[src/rtl/fre_lst.sv]
// Physical-register free list: circular FIFO of unallocated preg indices with a
// single-level checkpoint of the allocation (head) pointer for branch recovery.
module fre_lst #(
    parameter int unsigned PREG_NUM  = 64,
    parameter int unsigned PREG_BITS = 6,
    parameter int unsigned LREG_NUM  = 16,
    parameter int unsigned CNT_BITS  = 7
) (
    input  logic                 clk,
    input  logic                 rst_n,
    input  logic                 alloc_req_i,
    output logic                 alloc_vld_o,
    output logic [PREG_BITS-1:0] alloc_preg_o,
    input  logic [PREG_BITS:0]   fre_preg_i,
    input  logic                 chk_sav_i,
    input  logic                 chk_rst_i,
    output logic [CNT_BITS-1:0]  fre_cnt_o,
    output logic                 err_o
);

    logic [PREG_BITS-1:0] mem_q [PREG_NUM];
    logic [PREG_BITS-1:0] hd_q, hd_d;
    logic [PREG_BITS-1:0] tl_q, tl_d;
    logic [PREG_BITS-1:0] chk_q, chk_d;
    logic [CNT_BITS-1:0]  cnt_q, cnt_d;
    logic                 err_q, err_d;

    logic                 alloc;
    logic                 rel;
    logic                 full;
    logic                 drop;
    logic                 rel_ok;
    logic [PREG_BITS-1:0] rb_dist;

    assign alloc_vld_o  = (cnt_q != '0) && !chk_rst_i;
    assign alloc_preg_o = mem_q[hd_q];
    assign fre_cnt_o    = cnt_q;
    assign err_o        = err_q;

    assign alloc   = alloc_req_i && alloc_vld_o;
    assign rel     = fre_preg_i[PREG_BITS];
    assign full    = (cnt_q == CNT_BITS'(PREG_NUM));
    // A release into a full list only fits if the head moves out of the way.
    assign drop    = rel && full && !alloc;
    assign rel_ok  = rel && !drop;
    assign rb_dist = hd_q - chk_q;

    always_comb begin
        hd_d  = hd_q;
        chk_d = chk_q;
        cnt_d = cnt_q;
        err_d = err_q | drop;
        tl_d  = tl_q + PREG_BITS'(rel_ok);
        if (chk_rst_i) begin
            // Entries between chk and hd are still intact; just rewind the head.
            hd_d  = chk_q;
            cnt_d = cnt_q + CNT_BITS'(rb_dist) + CNT_BITS'(rel_ok);
        end else begin
            hd_d  = hd_q + PREG_BITS'(alloc);
            cnt_d = cnt_q + CNT_BITS'(rel_ok) - CNT_BITS'(alloc);
            if (chk_sav_i) begin
                chk_d = hd_d;
            end
        end
    end

    always_ff @(posedge clk or negedge rst_n) begin
        if (!rst_n) begin
            hd_q  <= '0;
            tl_q  <= PREG_BITS'(PREG_NUM - LREG_NUM);
            chk_q <= '0;
            cnt_q <= CNT_BITS'(PREG_NUM - LREG_NUM);
            err_q <= 1'b0;
        end else begin
            hd_q  <= hd_d;
            tl_q  <= tl_d;
            chk_q <= chk_d;
            cnt_q <= cnt_d;
            err_q <= err_d;
        end
    end

    always_ff @(posedge clk or negedge rst_n) begin
        if (!rst_n) begin
            for (int i = 0; i < int'(PREG_NUM); i++) begin
                mem_q[i] <= PREG_BITS'((i + int'(LREG_NUM)) % int'(PREG_NUM));
            end
        end else if (rel_ok) begin
            mem_q[tl_q] <= fre_preg_i[PREG_BITS-1:0];
        end
    end

endmodule

[config.mk]
export PLATFORM = sky130hd
export DESIGN_NAME = fre_lst
export DESIGN_NICKNAME = d
export VERILOG_FILES = /design/src/rtl/fre_lst.sv
export SDC_FILE = /design/constraint.sdc
export NUM_CORES = 1
export LEC_CHECK = 0
export ABC_AREA = 0
export CAP_MARGIN = 20
export CORE_ASPECT_RATIO = 0.75
export CORE_MARGIN = 2
export CORE_UTILIZATION = 43
export CTS_CLUSTER_DIAMETER = 30
export DETAILED_ROUTE_END_ITERATION = 7
export PLACE_DENSITY = 0.56
export RECOVER_POWER = 25
export SLEW_MARGIN = 10
export SYNTH_ARGS = -nofsm -noshare
export SYNTH_HDL_FRONTEND = slang
export SYNTH_SLANG_ARGS = --single-unit
[constraint.sdc]
create_clock -name clk -period 4.11 [get_ports clk]
set_input_delay 0.822 -clock clk [delete_from_list [all_inputs] [get_ports clk]]
set_output_delay 0.822 -clock clk [all_outputs]
set_load 0.01 [all_outputs]
==> results of run 1 <==
[cell usage in the layout (no fill, tap or decap), types with 7 or more instances in the layout]
cell and instances:
inv_1 20, clkdlybuf4s50_1 13, clkbuf_8 12, nand3_1 9
ha_1 23, clkbuf_16 90, dfrtp_1 212, o21ai_0 9
mux4_2 72, clkbuf_1 13, nor2_4 14, mux2_4 30
mux2i_1 51, nand2b_1 7, dfstp_2 196, a31oi_1 7
buf_4 46, a21o_1 8, mux2_2 361, bufinv_16 13
a211o_1 11, o22ai_1 23, mux2_1 15, a21oi_1 18
clkinv_2 12, clkinvlp_4 16, nor3_2 10, xnor2_1 14
nor2_1 26, nor2_8 14, nand2_1 45
[registers in the layout, summed over array words and instances, names as in the netlist]
name	cells
chk_q	6
mem_q	384
hd_q	6
err_o	1
fre_cnt_o	7
tl_q	6
[cell families after synthesis]
logic type	count (synthesis)
muxes	535
DFF	410
and+or+nand+nor	165
buffers and inverters	108
AOI/OAI and AO/OA	100
adders and majority gates	27
xor gates and xnor gates	19
[where the power goes]
group,switching [mW],internal [mW]
clock network,2.24,4.97
registers,0.864,5.84
logic,3.58,3.59
total,6.68,14.4
[stage by stage]
step,worst slack [ns],std cells
global route,0.003090,2150
detailed placement,0.1507,1990
floorplan,0.6840,1364
CTS,-0.1171,2148
finish,0.1167,2150
global placement,0.08219,1990
[metal layers]
metal	vias to the layer above	global-route usage, %	wire length, µm
li1	5259	-	-
met1	6398	34.74	26640
met2	267	31.07	22020
met3	97	6.505	3409
met4	0	6.500	1252
met5	-	0	0
[worst max-delay path, delay by kind of cell, from the launching register on]
family / cells / cell delay [ns]
AOI/OAI and AO/OA: 3 / 0.64
muxes: 1 / 0.52
and+or+nand+nor: 1 / 0.07
buffers and inverters: 3 / 0.87
DFF: 1 / 0.44
[final cells by class]
type | count | area (µm²)
Fill cell | 3877 | 21680
Sequential cell | 410 | 10510
Multi-Input combinational cell | 846 | 9394
Clock buffer | 113 | 2437
Timing Repair Buffer | 86 | 789.5
Tap cell | 630 | 788.3
Clock inverter | 45 | 605.6
Inverter | 20 | 75.07
[worst paths after layout]
check | startpoint | endpoint | depth (start not counted)
setup / recovery | hd_q[1]$_DFF_PN0_ | alloc_preg_o[4] | 8
hold / removal | err_o$_DFF_PN0_ | err_o$_DFF_PN0_ | 1
setup reg to reg | fre_cnt_o[4]$_DFF_PN1_ | fre_cnt_o[6]$_DFF_PN0_ | 15
hold reg to reg | err_o$_DFF_PN0_ | err_o$_DFF_PN0_ | 1
max in group asynchronous | rst_n | mem_q[76]$_DFFE_PN0P_ | 2
min in group asynchronous | rst_n | chk_q[5]$_DFFE_PN0P_ | 1
[what timing repair did]
item,in CTS,in global routing
hold buffers,0,0
pin swaps,1,0
resized for setup,30,7
setup buffers,0,1
setup endpoints to repair,6,6
cloned,0,1
==> flow_metrics.py, run 1 <==
metrics = {
    "critical_path": {
        "critPathCaptureType": "primary output",
        "crit_chain": "buf_12, buf_4, mux2i_1, o22ai_1, a211o_1, a31oi_1, nor3_2, dlygate4sd2_1",
        "critPathKind": "reg2out",
        "rrSetupSlack_ns": 0.70,
        "cp_max_fo": 30,
        "cp-start-kind": "register",
        "max_stage_delay_ns": 0.52,
        "critPathArrivalTime_ns": 3.17,
        "worstPathRequired_ns": 3.29,
        "cp_slowest_cell": "mux2i_1",
    },
    "power": {
        "vdd.ir_drop.worst_uv": 315.0,
        "leakage_nw": 10.91,
        "power_mw": 21.08,
        "power_density_nw_per_um2": 856.8,
    },
    "synthesis": {
        "yosys.cell_types.count": 58,
        "ys_warn_count": 0,
        "syn_area_um2": 20300,
        "ys_ff_latch": 410,
        "yosysTopAreaCell": "dfrtp_1",
        "synth.most_common_cell": "mux2_2",
        "async_reset_ff_share_pct": 100.0,
        "yosys-top-cells-area": "dfrtp_1 26%, dfstp_2 25%, mux2_2 20%, mux4_2 8.0%, mux2i_1 2.8%",
        "synth_xor_xnor_area_share_pct": 0.8196,
        "ys.flop_type": "dfrtp_1",
        "synthAdderAreaFrac_pct": 1.812,
        "synthTopCellsByCount": "361 x mux2_2, 214 x dfrtp_1, 196 x dfstp_2, 72 x mux4_2, 57 x mux2i_1",
        "synth.net_count": 1403,
        "synth-seq-area-share_pct": 51.74,
        "synthSimpleGateAreaFrac_pct": 5.885,
        "synth_top_family_by_area": "multiplexers",
        "synthCells": 1364,
        "synth_top_area_share_pct": 26.37,
        "synth_compound_area_share_pct": 3.463,
        "syn_avg_cell_area_um2": 14.89,
        "synth_edf_count": 0,
        "synth.area.mux_share_pct": 33.87,
    },
    "layout": {
        "final_core_util_pct": 53.15,
        "nets": 1489,
        "drive_above_1_share_pct": 61.91,
        "synthToLayoutAreaGrowth_pct": 21.17,
        "design_area_um2": 24600,
        "n_antenna_cell": 0,
    },
    "die": {
        "pin_count": 27,
        "die_w_um": 254.9,
        "core_region_area_um2": 46280,
        "initial_core_util_pct": 43.87,
        "placementRows": 68,
        "die_area_um2": 48990,
        "die_y_um": 192.2,
    },
    "sta": {
        "final.min_clock_period_ns": 3.993,
        "worst_pin_slew_ns": 2.455,
        "hold_viol": 0,
        "fin_crit_sh_pct": 97.16,
        "setup-violations-final": 0,
        "hold_ws_ns": 0.4650,
        "rsz0062_at_grt": "false",
        "slew_viol_final": 92,
        "max_freq_mhz": 250.4,
        "relSlewSlack_pct": -63.67,
        "setup-tns-final_ns": 0,
        "fin_skew_ns": 0.01796,
    },
    "job": {
        "cap_violations": 1,
    },
    "placement": {
        "placed_area_um2": 21440,
        "gp_congestion": 0.8841,
        "hpwl_mm": 35.57,
        "io_buffers": 26,
    },
    "global_routing": {
        "grt_pass1_vias": 12640,
        "grtUsageTotal_pct": 22.75,
        "grt_pass1_wl_mm": 81.85,
        "overflow": 0,
        "grt_max_degree": 92,
        "antenna_found_initial": 0,
    },
    "hold_path": {
        "hold_path.class": "reg2reg",
    },
    "clocking": {
        "cts_tree": "built",
        "cts_buffer_depth": 3,
        "clock_latency_ns": 0.61,
        "htree_num_levels": 3,
        "cts_made_buffers": 86,
        "clock-sinks": 410,
        "clk_pin_slew_ns": 0.05,
        "root_buffer": "clkbuf_16",
    },
    "route": {
        "drc": 0,
        "route.vias.total": 12020,
        "drt_pre_antenna_iters": 5,
        "routedWlPerCell_um": 24.80,
        "wl_mm": 53.32,
        "drtIter0Drc": 681,
        "vias_per_cell": 5.591,
        "antenna_left": 0,
    },
    "run_status": {
        "violations": "max-capacitance violations, max-slew violations",
        "run_status": "finished, violations left",
    },
}
No activity file was read; power rests on OpenSTA's default activity.
==> run 2, diff against run 1 <==
- CORE_UTILIZATION: 43 -> 45
- PLACE_DENSITY: 0.56 -> 0.58
- SKIP_CTS_REPAIR_TIMING: default -> 1
==> run 2 against run 1 <==
Global-route usage decreased by 0.28 points. Via count increased by 0.27%. Combinational power increased by 3%. Highest routed layer unchanged. Clock power increased by 3.3%. First-iteration DRC count increased by 2.5%. Largest power group unchanged. The flow still finishes with violations (max-capacitance violations, max-slew violations). Clock skew increased by 0.00083 ns. Final area increased by 1.5%. Hold slack got worse by 0.21 ns.
==> flow_metrics.py, run 2 (synthesized netlist as in run 1, its figures left out) <==
metrics = {
    "run_status": {
        "run_status": "finished, violations left",
        "violations": "max-capacitance violations, max-slew violations",
    },
    "die": {
        "placementRows": 67,
        "die_area_um2": 46850,
        "die_w_um": 249.3,
        "initial_core_util_pct": 45.53,
        "die_y_um": 188.0,
        "pin_count": 27,
        "core_region_area_um2": 44600,
    },
    "clocking": {
        "htree_num_levels": 3,
        "cts_tree": "built",
        "clock-sinks": 410,
        "clk_pin_slew_ns": 0.04,
        "root_buffer": "clkbuf_16",
        "clock_latency_ns": 0.62,
        "cts_made_buffers": 91,
        "cts_buffer_depth": 3,
    },
    "layout": {
        "drive_above_1_share_pct": 63.03,
        "nets": 1513,
        "fin_cells": 2136,
        "final_core_util_pct": 56.00,
        "top_register": "mem_q",
        "synthToLayoutAreaGrowth_pct": 23.00,
        "n_antenna_cell": 0,
        "largest_register_ffs": 384,
        "design_area_um2": 24970,
        "final_common_cell": "mux2_2",
        "final_cell_mix": "361 x mux2_2, 212 x dfrtp_1, 196 x dfstp_2, 92 x clkbuf_16, 72 x mux4_2",
    },
    "critical_path": {
        "reg2regPathDepth": 15,
        "critPathArrivalTime_ns": 3.13,
        "cp-start-kind": "register",
        "worstPathRequired_ns": 3.29,
        "cp_max_fo": 15,
        "critPathKind": "reg2out",
        "critPathCaptureType": "primary output",
    },
    "placement": {
        "hpwl_mm": 34.02,
        "placed_area_um2": 21430,
        "gp_congestion": 0.8092,
        "numPlacedInstances": 1941,
        "io_buffers": 26,
    },
    "route": {
        "drt_pre_antenna_iters": 5,
        "wl_mm": 51.38,
        "route.vias.total": 12050,
        "vias_per_cell": 5.643,
        "routedWlPerCell_um": 24.05,
        "drc": 0,
        "drtIter0Drc": 698,
        "antenna_left": 0,
    },
    "job": {
        "cap_violations": 5,
    },
    "power": {
        "power_density_nw_per_um2": 862.3,
        "leakage_nw": 11.12,
        "vdd.ir_drop.worst_uv": 471.9,
    },
    "global_routing": {
        "grt_max_degree": 116,
        "antenna_found_initial": 0,
        "grt_pass1_wl_mm": 78.94,
        "grtUsageTotal_pct": 22.47,
        "overflow": 0,
        "grt_pass1_vias": 12320,
    },
    "sta": {
        "max_freq_mhz": 253.0,
        "fin_crit_sh_pct": 96.16,
        "relSlewSlack_pct": -66.11,
        "fin_skew_ns": 0.01878,
        "final.min_clock_period_ns": 3.952,
        "hold_viol": 0,
        "slew_viol_final": 223,
        "worst_pin_slew_ns": 2.492,
        "hold_ws_ns": 0.2513,
        "setup-violations-final": 0,
        "rsz0062_at_grt": "false",
    },
    "hold_path": {
        "hold_path.class": "in2async",
    },
}
run 2: cell count changes in the layout (fill, tap and decap cells not counted), sizes merged:
cell / delta
clkinvlp: -1
clkbuf: -2
inv: +2
buf: +19
dlygate4sd2: -4
clkdlybuf4s25: +1
or3b: +1
bufinv: +1
dlymetal6s2s: +3
clkinv: +10
run 2: path summary, 6_finish.rpt:
kind / startpoint / end / slack (ns)
worst max register to register: fre_cnt_o[4]$_DFF_PN1_ / fre_cnt_o[6]$_DFF_PN0_ / 0.67
min in group clk: err_o$_DFF_PN0_ / err_o$_DFF_PN0_ / 0.45
worst min register to register: err_o$_DFF_PN0_ / err_o$_DFF_PN0_ / 0.45
max in group asynchronous: rst_n / mem_q[162]$_DFFE_PN0P_ / 0.73
worst max-delay path: hd_q[0]$_DFF_PN0_ / alloc_preg_o[4] / 0.16
worst min-delay path: rst_n / fre_cnt_o[6]$_DFF_PN0_ / 0.25
run 2: layout make-up:
type	instances	area (µm²)
Clock inverter	57	725.7
Fill cell	3550	19620
Tap cell	586	733.2
Sequential cell	410	10510
Timing Repair Buffer	104	993.5
Clock buffer	112	2457
Multi-Input combinational cell	847	9477
Inverter	20	75.07
run 2: through the flow:
step	worst slack [ns]	TNS [ns]	power (mW)
after floorplan	0.6840	0	11.36
after global placement	0.03486	0	13.56
after detailed placement	0.02095	0	13.67
after CTS	-0.6449	-3.319	21.25
after global routing	0.01638	0	22.65
final	0.1577	0	21.53
run 2: worst max-delay path, cell delays in order, from the launching register on:
cell            delay, ns
dfrtp_4              0.53
buf_4                0.18
buf_12               0.16
buf_16               0.16
buf_12               0.13
buf_4                0.13
mux4_2               0.48
a21o_1               0.25
o22ai_1              0.23
nor3_2               0.08
dlymetal6s2s_1       0.17
run 2: per-layer routing:
| metal | track usage (%) | wire length, µm |
|---|---|---|
| met5 | 0 | 0 |
| met4 | 6.279 | 1250 |
| met3 | 6.011 | 3004 |
| met2 | 30.84 | 21490 |
| met1 | 34.62 | 25640 |
run 2: where the power goes:
group	internal (mW)	switching, mW
sequential	5.84	0.901
combinational	3.82	3.54
clock	5.11	2.32
total	14.8	6.76
==> run 3, diff against run 2 <==
- CORE_MARGIN: 2 -> default
- CORE_UTILIZATION: 45 -> 60
- PLACE_DENSITY: 0.58 -> 0.75
==> run 3 against run 2 <==
The flow still finishes with violations (max-capacitance violations, max-slew violations). Clock power decreased by 17%. Critical endpoint is now alloc_preg_o[0]. Critical path type unchanged. Sequential share of layout area is 1.8 points higher. Power decreased by 6.7%. Register-to-register slack got worse by 0.04 ns. Critical path depth decreased by 2. Sequential power is essentially flat. Hold slack improved by 0.21 ns. Worst setup slack lost 0.12 ns. Combinational power is 2% lower. Fmax shrank 2.9%.
==> flow_metrics.py, run 3 (synthesized netlist as in run 1, its figures left out) <==
metrics = {
    "run_status": {
        "run_status": "finished, violations left",
        "violations": "max-capacitance violations, max-slew violations",
    },
    "critical_path": {
        "critPathKind": "reg2out",
        "cpMostUsedCell": "buf_12",
        "r2r_start": "fre_cnt_o[4]$_DFF_PN1_",
        "worstPathRequired_ns": 3.29,
        "crit_chain": "buf_12, buf_4, buf_12, mux4_2, a211o_1, o22ai_1, nor3_2, clkdlybuf4s50_1",
        "critPathArrivalTime_ns": 3.25,
        "cp_slowest_cell": "mux4_2",
        "critPathCaptureType": "primary output",
        "max_stage_delay_ns": 0.58,
        "crit_path_start": "hd_q[0]$_DFF_PN0_",
        "worst-path-buf-inv": 4,
        "cp_max_fo": 15,
        "cp_top_family": "buffers and inverters",
        "cp-start-kind": "register",
    },
    "hold_path": {
        "hold_start": "err_o$_DFF_PN0_",
        "hold_path.class": "reg2reg",
    },
    "layout": {
        "n_antenna_cell": 0,
        "top_register": "mem_q",
        "drive_above_1_share_pct": 61.29,
        "design_area_um2": 23970,
        "n_fill_cell": 2071,
        "multi_input_area_um2": 9452,
        "final_common_cell": "mux2_2",
        "final-seq-area_um2": 10510,
        "largest_register_ffs": 384,
        "nets": 1470,
        "final_cell_mix": "361 x mux2_2, 212 x dfrtp_1, 196 x dfstp_2, 74 x clkbuf_16, 72 x mux4_2",
        "synthToLayoutAreaGrowth_pct": 18.03,
    },
    "power": {
        "power_density_nw_per_um2": 838.7,
        "leakage_nw": 10.75,
        "power_mw": 20.10,
        "vdd.ir_drop.worst_uv": 508.7,
    },
    "die": {
        "pin_count": 27,
        "initial_core_util_pct": 61.89,
        "die_w_um": 214.4,
        "die_area_um2": 34590,
        "placementRows": 57,
        "core_region_area_um2": 32810,
        "die_y_um": 161.3,
    },
    "clocking": {
        "clock_latency_ns": 0.59,
        "clock-sinks": 410,
        "clk_pin_slew_ns": 0.05,
        "cts_buffer_depth": 3,
        "cts_tree": "built",
        "root_buffer": "clkbuf_16",
        "cts_made_buffers": 70,
        "htree_num_levels": 3,
    },
    "global_routing": {
        "grt_pass1_vias": 12580,
        "grtUsageTotal_pct": 29.32,
        "grt_pass1_wl_mm": 76.91,
        "grt_max_degree": 94,
        "antenna_found_initial": 0,
        "overflow": 0,
    },
    "sta": {
        "worst_pin_slew_ns": 2.573,
        "fin_ws_ns": 0.04039,
        "hold_viol": 0,
        "fin_skew_ns": 0.01719,
        "final.min_clock_period_ns": 4.070,
        "max_freq_mhz": 245.7,
        "setup-tns-final_ns": 0,
        "relSlewSlack_pct": -71.52,
        "hold_ws_ns": 0.4630,
        "slew_viol_final": 90,
        "fin_crit_sh_pct": 99.02,
        "setup-violations-final": 0,
    },
    "placement": {
        "pre_cts_ws_ns": -0.1005,
        "io_buffers": 26,
        "gp_congestion": 0.8651,
        "hpwl_mm": 31.43,
        "placed_area_um2": 21120,
    },
    "route": {
        "drt_pre_antenna_iters": 5,
        "antenna_left": 0,
        "routedWlPerCell_um": 25.55,
        "drtIter0Drc": 911,
        "wl_mm": 49.31,
        "route.vias.total": 12080,
        "vias_per_cell": 6.259,
        "drc": 0,
    },
    "job": {
        "cap_violations": 1,
    },
}
run 3: cell types whose count changed in the layout (fill, tap and decap cells not counted), moves of 5 or more:
| cell | change |
|---|---|
| clkbuf_16 | -18 |
| o22ai_1 | +5 |
| o22ai_2 | -5 |
| buf_4 | -23 |
| clkinvlp_4 | -13 |
| clkbuf_1 | -8 |
| clkinv_2 | -9 |
run 3: per-stage QoR:
step / util [%] / instances
after CTS: 72.04 / 1916
after detailed placement: 64.38 / 1787
after global routing: 73.05 / 1930
after floorplan: - / 1364
after global placement: 64.38 / 1787
final: 73.05 / 1930
run 3: path summary, 6_finish.rpt:
path	to	cells after the start	slack [ns]
max	alloc_preg_o[0]	8	0.04
min	err_o$_DFF_PN0_	1	0.46
max reg2reg	fre_cnt_o[6]$_DFF_PN0_	15	0.63
min reg2reg	err_o$_DFF_PN0_	1	0.46
max in group asynchronous	hd_q[0]$_DFF_PN0_	1	1.23
min in group asynchronous	hd_q[4]$_DFF_PN0_	1	1.04
run 3: layout make-up:
type,count,area share [%]
Sequential cell,410,43.87
Multi-Input combinational cell,847,39.44
Clock buffer,94,8.453
Timing Repair Buffer,82,3.592
Tap cell,442,2.308
Clock inverter,35,2.031
Inverter,20,0.3133
run 3: where the power goes:
| part | internal (mW) | total (mW) | switching (mW) | leakage (nW) |
|---|---|---|---|---|
| Combinational | 3.69 | 7.22 | 3.53 | 4.66 |
| Sequential | 5.83 | 6.71 | 0.878 | 4.86 |
| Clock | 4.11 | 6.17 | 2.06 | 1.24 |
| Total | 13.6 | 20.1 | 6.46 | 10.8 |
run 3: layer usage:
layer  routed length (µm)  up-vias  GRT usage, %
met5                    0        -             0
met1                22880     6419         44.18
li1                     -     5210             -
met2                22040      371         42.71
met4                  976        0         7.662
met3                 3419       79         7.194
